<file path="config.mk">
export PLATFORM = sky130hd
export DESIGN_NAME = memory_unit
export DESIGN_NICKNAME = d
export VERILOG_FILES = /design/src/rtl/cpu_pkg.sv /design/src/rtl/mem_handshake.sv /design/src/rtl/memory_unit.sv
export SDC_FILE = /design/constraint.sdc
export NUM_CORES = 1
export LEC_CHECK = 0
export ABC_AREA = 1
export CAP_MARGIN = 20
export CORE_MARGIN = 2
export CORE_UTILIZATION = 37
export DETAILED_ROUTE_END_ITERATION = 7
export GPL_ROUTABILITY_DRIVEN = 0
export GPL_TIMING_DRIVEN = 0
export PLACE_DENSITY = 0.77
export SLEW_MARGIN = 20
export SYNTH_ARGS = -nofsm -noshare
export SYNTH_HDL_FRONTEND = slang
export SYNTH_SLANG_ARGS = --single-unit
</file>
<file path="constraint.sdc">
create_clock -name clk -period 1.5 [get_ports clk]
set_input_delay 0.45 -clock clk [delete_from_list [all_inputs] [get_ports clk]]
set_output_delay 0.45 -clock clk [all_outputs]
set_load 0.01 [all_outputs]
</file>
<file path="src/rtl/cpu_pkg.sv">
// Shared decode helpers for the ARM32 pipeline stages.
// Field positions, class decode and memory-stage FSM states.
package cpu_pkg;

  localparam int OP_LSB = 21;
  localparam int OP_W   = 7;
  localparam int RD_LSB = 12;
  localparam logic [3:0] NO_RD = 4'hF;

  typedef enum logic [1:0] {
    IDLE,
    ACCESS,
    WB
  } mem_state_t;

  function automatic logic [6:0] opcode(
    input logic [31:0] instr
  );
    return instr[OP_LSB +: OP_W];
  endfunction

  function automatic logic [3:0] rd_field(
    input logic [31:0] instr
  );
    return instr[RD_LSB +: 4];
  endfunction

  function automatic logic is_alu(
    input logic [6:0] op
  );
    return !op[6] && (op[5:4] != 2'b10);
  endfunction

  function automatic logic is_mem(
    input logic [6:0] op
  );
    return (op[6:5] == 2'b11) ||
           (op[6:3] == 4'b1000);
  endfunction

  function automatic logic is_load(
    input logic [6:0] op
  );
    return is_mem(op) && op[0];
  endfunction

  function automatic logic is_br(
    input logic [6:0] op
  );
    return op[6:3] == 4'b1001;
  endfunction

endpackage

</file>
<file path="src/rtl/mem_handshake.sv">
// Data-memory req/ack sequencer with wait counter and load latch.
// Ack in the final wait cycle takes priority over the abort.
module mem_handshake
  import cpu_pkg::*;
#(
  parameter int MAX_WAIT = 16
) (
  input  logic        clk,
  input  logic        rst,
  input  logic        start_i,
  input  logic        we_i,
  input  logic        ack_i,
  input  logic [31:0] rdata_i,
  output logic        req_o,
  output logic        done_o,
  output logic        err_o,
  output mem_state_t  state_o,
  output logic [31:0] ld_o
);

  localparam logic [7:0] LAST = 8'(MAX_WAIT - 1);

  mem_state_t  state_q, state_d;
  logic [7:0]  cnt_q, cnt_d;
  logic [31:0] ld_q, ld_d;

  always_ff @(posedge clk) begin
    if (rst) begin
      state_q <= IDLE;
      cnt_q   <= '0;
      ld_q    <= '0;
    end else begin
      state_q <= state_d;
      cnt_q   <= cnt_d;
      ld_q    <= ld_d;
    end
  end

  always_comb begin
    state_d = state_q;
    cnt_d   = cnt_q;
    ld_d    = ld_q;
    req_o   = 1'b0;
    done_o  = 1'b0;
    err_o   = 1'b0;
    unique case (state_q)
      IDLE: begin
        if (start_i) state_d = ACCESS;
      end
      ACCESS: begin
        req_o = 1'b1;
        cnt_d = cnt_q + 8'd1;
        if (ack_i) begin
          done_o = 1'b1;
          cnt_d  = '0;
          if (we_i) begin
            state_d = IDLE;
          end else begin
            ld_d    = rdata_i;
            state_d = WB;
          end
        end else if (cnt_q == LAST) begin
          err_o   = 1'b1;
          cnt_d   = '0;
          state_d = IDLE;
        end
      end
      WB: state_d = IDLE;
      default: state_d = IDLE;
    endcase
  end

  assign state_o = state_q;
  assign ld_o    = ld_q;

endmodule

</file>
<file path="src/rtl/memory_unit.sv">
// Memory stage: stage register, LDR/STR access, forwarding and writeback.
// Stall depends only on state and the captured instruction.
module memory_unit
  import cpu_pkg::*;
#(
  parameter int ADDR_W   = 32,
  parameter int MAX_WAIT = 16
) (
  input  logic              clk,
  input  logic              rst,
  input  logic [31:0]       instr_in,
  input  logic              valid_in,
  input  logic              cond_pass,
  input  logic [31:0]       alu_result,
  input  logic [31:0]       store_data,
  input  logic              flush,
  output logic [3:0]        rd,
  output logic              rd_valid,
  output logic [31:0]       fwd_data,
  output logic              wb_en,
  output logic [3:0]        wb_addr,
  output logic [31:0]       wb_data,
  output logic              stall,
  output logic              mem_req,
  output logic              mem_we,
  output logic [ADDR_W-1:0] mem_addr,
  output logic [31:0]       mem_wdata,
  input  logic [31:0]       mem_rdata,
  input  logic              mem_ack,
  output logic              mem_err,
  output logic [31:0]       instr_output
);

  logic [31:0] instr_q, instr_d;
  logic [31:0] alu_q, alu_d;
  logic [31:0] sdata_q, sdata_d;
  logic        valid_q, valid_d;

  mem_state_t  st;
  logic [31:0] ld;
  logic        hs_done, hs_err;
  logic [6:0]  op;
  logic [3:0]  rdf;
  logic        v_alu, v_mem, ld_op;
  logic        st_idle, st_acc, st_wb;

  assign op    = opcode(instr_q);
  assign rdf   = rd_field(instr_q);
  assign ld_op = is_load(op);
  assign v_alu = valid_q && is_alu(op);
  assign v_mem = valid_q && is_mem(op);

  assign st_idle = (st == IDLE);
  assign st_acc  = (st == ACCESS);
  assign st_wb   = (st == WB);

  assign stall = (st_idle && v_mem) || st_acc;

  always_ff @(posedge clk) begin
    if (rst) begin
      instr_q <= '0;
      alu_q   <= '0;
      sdata_q <= '0;
      valid_q <= 1'b0;
    end else begin
      instr_q <= instr_d;
      alu_q   <= alu_d;
      sdata_q <= sdata_d;
      valid_q <= valid_d;
    end
  end

  // A finished store or aborted access retires here so IDLE
  // does not restart it.
  always_comb begin
    instr_d = instr_q;
    alu_d   = alu_q;
    sdata_d = sdata_q;
    valid_d = valid_q;
    if (!stall) begin
      instr_d = instr_in;
      alu_d   = alu_result;
      sdata_d = store_data;
      valid_d = valid_in && cond_pass && !flush;
    end else if ((hs_done && !ld_op) || hs_err) begin
      valid_d = 1'b0;
    end
  end

  mem_handshake #(
    .MAX_WAIT(MAX_WAIT)
  ) u_hs (
    .clk    (clk),
    .rst    (rst),
    .start_i(st_idle && v_mem),
    .we_i   (!ld_op),
    .ack_i  (mem_ack),
    .rdata_i(mem_rdata),
    .req_o  (mem_req),
    .done_o (hs_done),
    .err_o  (hs_err),
    .state_o(st),
    .ld_o   (ld)
  );

  assign mem_err      = hs_err;
  assign instr_output = instr_q;

  always_comb begin
    rd        = NO_RD;
    rd_valid  = 1'b0;
    fwd_data  = '0;
    wb_en     = 1'b0;
    wb_addr   = '0;
    wb_data   = '0;
    mem_we    = 1'b0;
    mem_addr  = '0;
    mem_wdata = '0;
    unique case (1'b1)
      (st_idle && v_alu): begin
        rd       = rdf;
        rd_valid = 1'b1;
        fwd_data = alu_q;
        wb_en    = 1'b1;
        wb_addr  = rdf;
        wb_data  = alu_q;
      end
      (st_wb && valid_q): begin
        rd       = rdf;
        rd_valid = 1'b1;
        fwd_data = ld;
        wb_en    = 1'b1;
        wb_addr  = rdf;
        wb_data  = ld;
      end
      st_acc: begin
        mem_we    = !ld_op;
        mem_addr  = alu_q[ADDR_W-1:0];
        mem_wdata = sdata_q;
      end
      default: ;
    endcase
  end

endmodule

</file>
* Word-level counts from Yosys, hierarchy flattened *
Cells that the tools add are included.

storage, ports and cells
  register bits = 139
  input bits = 134
  output and inout bits = 174
  word-level logic and storage cells = 59

operators by class
  add/sub/neg operators = 1
  equality and inequality tests = 9
  muxes and demuxes = 22
  reduce and logical (&&, ||, !) cells = 20

operator list
  kind                                                                      count
  32-bit two-way mux                                                        2
  32-bit case mux with 2 select lines                                       1
  8-bit two-way mux                                                         2
  1-bit logical AND                                                         10
  1-bit two-way mux                                                         10
  8-bit by 1-bit adder with 8-bit output (second input constant)            1
  8-bit by 4-bit equality test with 1-bit output (second input constant)    1
  2-bit two-way mux                                                         4
  4-bit two-way mux                                                         2
  2-bit equality test (second input constant)                               2
  4-bit equality test (second input constant)                               1
  2-bit by 1-bit inequality test with 1-bit output (second input constant)  2
  2-bit case mux with 2 select lines                                        1
  1-bit logical NOT                                                         3
  1-bit logical OR                                                          3
  3-bit by 2-bit inequality test with 1-bit output (second input constant)  1
  3-bit AND reduction                                                       1
  2-bit by 1-bit equality test with 1-bit output (second input constant)    1
  2-bit logical NOT                                                         1
  2-bit inequality test (second input constant)                             1
  2-bit AND reduction                                                       1
  2-bit OR reduction                                                        1

* Depth between registers and ports, before layout *
Gate-level depths: netlist of the first run.

  word-level depth = 8
  gate-level depth with buffers = 9
  depth with buffers taken out = 8

* By module *
Synthesis of the first run repeated with hierarchy kept, for this count alone.

unflattened totals
  cells, all modules = 1020
  area total of the unflattened synthesis = 7071.8 µm²

by module, submodules not included
  module         instances  cells each  area an instance (µm²)  sequential area each (µm²)
  memory_unit    1          804         5395.2                  1941.9
  mem_handshake  1          216         1676.6                  840.8

* Least setup slack after synthesis of the first run *
No wires, ideal clock.

  kind = flip-flop to output port
  start point = register instr_q[26], in the netlist instr_output[26]
  end point = output port wb_data[0]
  data arrival time = 1.359 ns
  required time = 1.050 ns
  path slack = -0.309 ns
  stages on the path, launching flop included = 8
  buffers on the path = 2
  cells stage by stage = dfxtp_1 -> inv_1 -> nor2_1 -> nor2_1 -> nand3_1 -> clkbuf_1 -> o22ai_1 -> buf_4

between the ends
  longest elaborated chain between the ends = 5

ends and longest elaborated chain
  item                                 RTL line            RTL
  start: declaration                   memory_unit.sv:34   logic [31:0] instr_q, instr_d;
  start signal: assignment             memory_unit.sv:66   instr_q <= instr_d;
  2-bit inequality test                cpu_pkg.sv:31       return !op[6] && (op[5:4] != 2'b10);
  1-bit logical AND                    cpu_pkg.sv:31
  1-bit logical AND                    memory_unit.sv:50   assign v_alu = valid_q && is_alu(op);
  1-bit logical AND                    memory_unit.sv:120  (st_idle && v_alu): begin
  32-bit case mux with 2 select lines  n/a
  end: declaration                     memory_unit.sv:22   output logic [31:0] wb_data,

No other way between the ends.

* Final worst setup path of the first run *
  start point = register instr_q[26], in the netlist instr_output[26]
  end point = output port wb_data[10]

between the ends
  longest elaborated chain between the ends = 5

ends and longest elaborated chain
  item                                 RTL line            RTL
  2-bit inequality test                cpu_pkg.sv:31
  1-bit logical AND                    cpu_pkg.sv:31
  1-bit logical AND                    memory_unit.sv:50
  1-bit logical AND                    memory_unit.sv:120
  32-bit case mux with 2 select lines  memory_unit.sv:119  unique case (1'b1)

No other way between the ends.

==> flow_metrics.env, run 1 <==
export IMPL_final_max_slew_violation_count=0
export IMPL_insertion_delay_ns=0.42
export IMPL_area_growth_pct=112
export IMPL_grt_usage_pct=28.8
export IMPL_synth_compound_area_share_pct=14.6
export IMPL_violations="setup timing"
export IMPL_cts_tree="built"
export IMPL_clkSlewWorstSetupHoldPaths_ns=0.06
export IMPL_syn_avg_cell_area_um2=6.92
export IMPL_die_w_um=135
export IMPL_h_tree_depth=4
export IMPL_drc=0
export IMPL_overflow=0
export IMPL_setup_violations=282
export IMPL_switchingPower_uw=2350
export IMPL_setup_tns_ns=-127.43
export IMPL_cts_buffers=17
export IMPL_fmax_ghz=0.433
export IMPL_grt_first_pass_wirelength_um=41000
export IMPL_grt_setup_unrepaired="true"
export IMPL_critPathMaxFanout=5
export IMPL_dieArea_mm2=0.0182
export IMPL_viasPerCell=5.11
export IMPL_diodes=0
export IMPL_core_area_mm2=0.0167
export IMPL_synth_cell_types=28
export IMPL_endpoint_kind="output pin"
export IMPL_clockBufferDepth=2
export IMPL_vias=7954
export IMPL_worstHoldPathType="flip-flop to flip-flop"
export IMPL_share_clk_of_total_power_pct=45.3
export IMPL_drt_iter0_markers=436
export IMPL_routedWlPerCell_um=18.8
export IMPL_postSynthCellCount=918
export IMPL_synth_nets=1053
export IMPL_synth_top_family_by_area="simple AND/OR/NAND/NOR gates"
export IMPL_grt_max_degree=17
export IMPL_numPortBuffers=306
export IMPL_worstMarginPinSlew_ns=0.752
export IMPL_rr_worst_depth=11
export IMPL_nets=1461
export IMPL_synth_mux_area_share_pct=0
export IMPL_io_pins=308
export IMPL_min_path_cells=2
export IMPL_maxSlewHeadroom_pct=49.9
export IMPL_ys_seq_area_share_pct=43.8
export IMPL_internal_power_uw=7240
export IMPL_post_route_min_period_ns=2.31
export IMPL_cap_violations=0
export IMPL_power_leakage_uw=0.00580
export IMPL_final_area_mm2=0.0135
export IMPL_syn_area_mm2=0.00635
export IMPL_drive_above_1_share_pct=40.0
export IMPL_whs_ns=0.457
export IMPL_skew_ns=0.00883
export IMPL_ir_drop_v=0.000737
export IMPL_hold_end="sdata_q[1]$_SDFFE_PP0N_"
export IMPL_ys_ff_latch=139
export IMPL_hold_path_startpoint="sdata_q[1]$_SDFFE_PP0N_"
export IMPL_fill_cells=1057
export IMPL_power_frac_comb_pct=13.6
export IMPL_crit_arrival_ns=1.86
export IMPL_power_density_mw_per_mm2=713
export IMPL_cts_root_buffer="clkbuf_16"
export IMPL_fp_dieH_um=135
export IMPL_initial_core_util_pct=38.0
export IMPL_finalCritPeriodShare_pct=154
export IMPL_drt_total_wl_um=29400
export IMPL_placed_area_mm2=0.0105
export IMPL_switching_share_pct=24.5
export IMPL_reg2reg_to="u_hs.ld_o[18]$_SDFFE_PP0P_"
export IMPL_antenna_found_initial=0
export IMPL_power_uw=9590
export IMPL_synth_warnings=0
export IMPL_hold_violations=0
export IMPL_seqPwrFrac_pct=41.1
export IMPL_synthXorXnorAreaFrac_pct=0.138
export IMPL_rrSetupSlack_ns=-0.39
export IMPL_cp_required_ns=1.05
export IMPL_grt_pass1_vias=7719
export IMPL_setup_ws_ns=-0.809
export IMPL_path_class="flip-flop to output pin"
export IMPL_r2r_start="u_hs.state_o[0]$_SDFFE_PP0P_"
export IMPL_cp_start_kind="flip-flop"
export IMPL_drtAntennaViolNets=0
export IMPL_cts_hold_buf=0
export IMPL_synthAdderAreaFrac_pct=0.197
export IMPL_hpwl_um=17000
export IMPL_first_pass_iters=5
export IMPL_rows=47
export IMPL_synthSimpleGateAreaFrac_pct=25.5
export IMPL_clock_sinks=139
export IMPL_run_status="finished, violations left"
[synthesized netlist by cell type, drive strengths merged]
library cell	n	area (um2)
o22ai	32	200
dfxtp	139	2780
nand3b	1	7.51
xnor2	1	8.76
buf	65	434
a21oi	105	526
ha	1	12.5
nor3	1	5.00
o21a	2	15.0
nand2	129	487
a211oi	1	7.51
nand4	1	12.5
inv	117	442
clkbuf	33	124
o21ai	36	180
or2	1	6.26
nand3	107	541
nor2	146	561
[timing repair]
| item | CTS | global route |
|---|---|---|
| gates cloned | 12 | 6 |
| pin swaps | 36 | 65 |
| buffers inserted | 55 | 26 |
| gates resized for setup | 845 | 216 |
| setup endpoints to repair | 306 | 312 |
[worst max-delay path by stage]
stage,slack [ns],startpoint,endpoint,cells past startpoint
after global placement,-1.01,instr_output[24]$_SDFFE_PP0N_,stall,5
final,-0.81,instr_output[26]$_SDFFE_PP0N_,wb_data[10],9
after global routing,-0.86,instr_output[26]$_SDFFE_PP0N_,wb_data[10],9
after floorplan,-0.12,u_hs.state_o[1]$_SDFFE_PP0P_,wb_data[0],4
after CTS,-0.83,instr_output[26]$_SDFFE_PP0N_,wb_data[4],9
after detailed placement,-0.98,instr_output[24]$_SDFFE_PP0N_,stall,5
[routing by layer]
| layer | share of wire [%] | vias up | GRT usage (%) | routed length, um |
|---|---|---|---|---|
| met5 | 0 | - | 0 | 0 |
| met4 | 3.4 | 0 | 10.5 | 1000 |
| met3 | 5.9 | 78 | 5.59 | 1720 |
| met2 | 54 | 330 | 53.4 | 15800 |
| met1 | 37 | 3816 | 32.7 | 10800 |
| li1 | - | 3730 | - | - |
[critical path, cell delays in order (launching register included)]
cell and delay [ns]:
dfxtp_2 0.33, inv_2 0.07, nor2_4 0.04, nor2_4 0.14, nand3_4 0.16, clkbuf_16 0.21, buf_6 0.12, o22ai_4 0.15
buf_6 0.12, buf_6 0.09
[flip-flops by register name (all words and copies together) (netlist names)]
register	flops
instr_output	32
sdata_q	32
u_hs.ld_o	32
u_hs.state_o	2
u_hs.cnt_q	8
alu_q	32
valid_q	1
[logic make-up after synthesis]
kind of cell | Yosys count
xor gates and xnor gates | 1
AOI/OAI and AO/OA | 176
buffers and inverters | 215
and+or+nand+nor | 386
adders and majority gates | 1
DFF | 139
[area by class of cell]
cell class | count | area (um2) | share of cell area [%]
Clock buffer | 20 | 457 | 3.39
Multi-Input combinational cell | 565 | 3940 | 29.3
Inverter | 117 | 473 | 3.52
Sequential cell | 139 | 2810 | 20.9
Tap cell | 220 | 275 | 2.05
Timing Repair Buffer | 390 | 4290 | 31.9
Buffer | 96 | 1050 | 7.84
Clock inverter | 11 | 146 | 1.09
[stage by stage]
| step | cells | utilization, % | worst slack (ns) |
|---|---|---|---|
| floorplan | 918 | - | -0.116 |
| global placement | 1444 | 63.1 | -1.01 |
| detailed placement | 1444 | 63.1 | -0.981 |
| CTS | 1541 | 75.7 | -0.832 |
| global route | 1558 | 80.6 | -0.860 |
| finish | 1558 | 80.6 | -0.809 |
[power by group through the flow]
stage          Clock [uW]  Combinational (uW)  Sequential (uW)
2_1_floorplan           0                 449             4020
3_3_place_gp            0                1060             4010
3_5_place_dp            0                1070             4010
4_1_cts              4360                1230             3940
5_1_grt              4530                1400             3960
6_report             4340                1310             3940
[cell usage in the layout (no fill, tap or decap), types with 5 or more instances in the layout]
cell             Yosys  layout
nor2_4               1      75
nor2_1             143      56
buf_4               33      36
dlymetal6s2s_1       0      27
a21oi_2              0       5
nand3_4              0       5
o22ai_4              0      32
dfxtp_1            139     129
a21oi_1            105     100
buf_6                6     180
buf_8                0       8
nor2_2               2      15
clkdlybuf4s50_1      0     132
clkbuf_1            33      16
o21ai_4              0       6
buf_12               0      18
buf_2               17      37
o21ai_1             19      10
dfxtp_4              0       6
nand3_2              1       8
nand2_1            128     119
o21ai_2              0      17
nand3_1            106      95
clkbuf_16            0      38
inv_1              114     108
No activity file was read; power rests on OpenSTA's default activity.
==> inputs of run 2 (changes only) <==
--- a/config.mk
+++ b/config.mk
@@ -8,11 +8,11 @@
 export ABC_AREA = 1
 export CAP_MARGIN = 20
 export CORE_MARGIN = 2
-export CORE_UTILIZATION = 37
+export CORE_UTILIZATION = 41
 export DETAILED_ROUTE_END_ITERATION = 7
 export GPL_ROUTABILITY_DRIVEN = 0
 export GPL_TIMING_DRIVEN = 0
-export PLACE_DENSITY = 0.77
+export PLACE_DENSITY = 0.81
 export SLEW_MARGIN = 20
 export SYNTH_ARGS = -nofsm -noshare
 export SYNTH_HDL_FRONTEND = slang
==> constraint.sdc (replaced) <==
create_clock -name clk -period 2.6 [get_ports clk]
set_input_delay 0.78 -clock clk [delete_from_list [all_inputs] [get_ports clk]]
set_output_delay 0.78 -clock clk [all_outputs]
set_load 0.01 [all_outputs]
==> run 2 against run 1 <==
The flow still finishes with violations (setup timing). Worst hold slack gained 0.0030 ns. Routed wire length shrank 13%. Register-to-register slack gained 1.1 ns. Critical path depth grew 2. First-iteration DRC count grew 6.7%. Combinational power shrank 50%. Core utilization shrank 7.2 points. Clock skew shrank 0.0026 ns. Critical endpoint is now wb_data[1].
==> flow_metrics.env, run 2 (synthesized netlist as in run 1, its figures left out) <==
export IMPL_cts_buffers=17
export IMPL_violations="setup timing"
export IMPL_cp_required_ns=1.82
export IMPL_clockBufferDepth=2
export IMPL_diodes=0
export IMPL_cts_root_buffer="clkbuf_16"
export IMPL_hold_violations=0
export IMPL_worstHoldPathType="flip-flop to flip-flop"
export IMPL_drt_iter0_markers=465
export IMPL_gr_usage_met1_pct=33.9
export IMPL_area_growth_pct=74.9
export IMPL_dieArea_mm2=0.0165
export IMPL_drive_above_1_share_pct=24.8
export IMPL_maxSlewHeadroom_pct=59.0
export IMPL_path_class="flip-flop to output pin"
export IMPL_run_status="finished, violations left"
export IMPL_rows=45
export IMPL_worstMarginPinSlew_ns=0.615
export IMPL_power_density_mw_per_mm2=493
export IMPL_setup_ws_ns=-0.203
export IMPL_final_max_slew_violation_count=0
export IMPL_die_w_um=128
export IMPL_viasPerCell=5.11
export IMPL_grt_first_pass_wirelength_um=38300
export IMPL_fill_cells=1204
export IMPL_antenna_found_initial=0
export IMPL_skew_ns=0.00621
export IMPL_final_cell_mix="clkdlybuf4s50_1 (165), nor2_1 (137), dfxtp_1 (133), nand2_1 (127), inv_1 (112)"
export IMPL_power_leakage_uw=0.00471
export IMPL_numPortBuffers=306
export IMPL_gr_usage_met3_pct=6.82
export IMPL_nets=1421
export IMPL_post_route_min_period_ns=2.80
export IMPL_drt_total_wl_um=25500
export IMPL_io_pins=308
export IMPL_overflow=0
export IMPL_h_tree_depth=4
export IMPL_critPathMaxFanout=7
export IMPL_grt_max_degree=17
export IMPL_grt_busiest_layer="met2"
export IMPL_endpoint_kind="output pin"
export IMPL_clock_sinks=139
export IMPL_initial_core_util_pct=41.9
export IMPL_ir_drop_v=0.000464
export IMPL_placed_area_mm2=0.00965
export IMPL_routedWlPerCell_um=17.2
export IMPL_drc=0
export IMPL_final_common_cell="clkdlybuf4s50_1"
export IMPL_hpwl_um=16700
export IMPL_final_area_mm2=0.0111
export IMPL_grt_use_met2_pct=52.5
export IMPL_core_area_mm2=0.0151
export IMPL_cts_tree="built"
export IMPL_crit_arrival_ns=2.02
export IMPL_fmax_ghz=0.357
export IMPL_insertion_delay_ns=0.42
export IMPL_grt_setup_unrepaired="true"
export IMPL_first_pass_iters=5
export IMPL_finalCritPeriodShare_pct=108
export IMPL_grt_pass1_vias=7391
export IMPL_cts_hold_buf=0
export IMPL_cap_violations=0
export IMPL_drtAntennaViolNets=0
export IMPL_fp_dieH_um=128
export IMPL_clkSlewWorstSetupHoldPaths_ns=0.06
export IMPL_vias=7593
export IMPL_setup_violations=39
export IMPL_cp_start_kind="flip-flop"
export IMPL_grt_usage_pct=29.6
export IMPL_whs_ns=0.460
run 2: repair_timing:
action / in CTS / in global routing
setup endpoints to repair: 140 / 138
resized for setup: 408 / 200
buffers inserted: 23 / 24
cloned: 2 / 1
pin swaps: 10 / 13
hold endpoints to repair: 0 / 0
run 2: layout make-up:
class / count / area (um2) / area share, %
Buffer: 95 / 723 / 6.51
Tap cell: 188 / 235 / 2.12
Timing Repair Buffer: 352 / 3250 / 29.3
Multi-Input combinational cell: 564 / 3030 / 27.3
Clock buffer: 21 / 480 / 4.33
Inverter: 117 / 447 / 4.02
Clock inverter: 11 / 141 / 1.27
Sequential cell: 139 / 2800 / 25.2
run 2: final timing paths:
kind / end / start / cells after the start / slack, ns
worst max-delay path: wb_data[1] / instr_output[26]$_SDFFE_PP0N_ / 11 / -0.20
worst min-delay path: instr_output[9]$_SDFFE_PP0N_ / instr_output[9]$_SDFFE_PP0N_ / 2 / 0.46
worst max register to register: u_hs.ld_o[30]$_SDFFE_PP0P_ / u_hs.state_o[0]$_SDFFE_PP0P_ / 8 / 0.75
worst min register to register: instr_output[9]$_SDFFE_PP0N_ / instr_output[9]$_SDFFE_PP0N_ / 2 / 0.46
run 2: routing by layer:
layer  share of wire (%)  up-vias
li1                    -     3628
met1                  39     3563
met2                  50      329
met3                 6.6       73
met4                 4.3        0
met5                   0        -
run 2: critical path, stage by stage, from the launching register on:
cell       delay [ns]
dfxtp_2          0.32
inv_2            0.07
nor2_2           0.04
nor2_2           0.15
nand3_4          0.16
clkbuf_16        0.19
buf_12           0.12
buf_12           0.12
buf_6            0.11
o22ai_4          0.12
buf_6            0.12
buf_6            0.09
run 2: power breakdown:
group	internal (uW)	switching, uW	total, uW
logic	374	275	649
clock network	1600	946	2550
registers	2220	52.6	2270
total	4200	1270	5470
run 2: metrics by stage:
| stage | TNS (ns) | setup WS, ns | utilization [%] | instances | power [uW] |
|---|---|---|---|---|---|
| floorplan | 0 | 0.461 | - | 918 | 2530 |
| global placement | -30.65 | -0.491 | 63.7 | 1412 | 2870 |
| detailed placement | -32.20 | -0.565 | 63.7 | 1412 | 2880 |
| CTS | -7.49 | -0.398 | 72.4 | 1469 | 5450 |
| global route | -6.35 | -0.277 | 73.3 | 1487 | 5640 |
| finish | -3.26 | -0.203 | 73.3 | 1487 | 5470 |
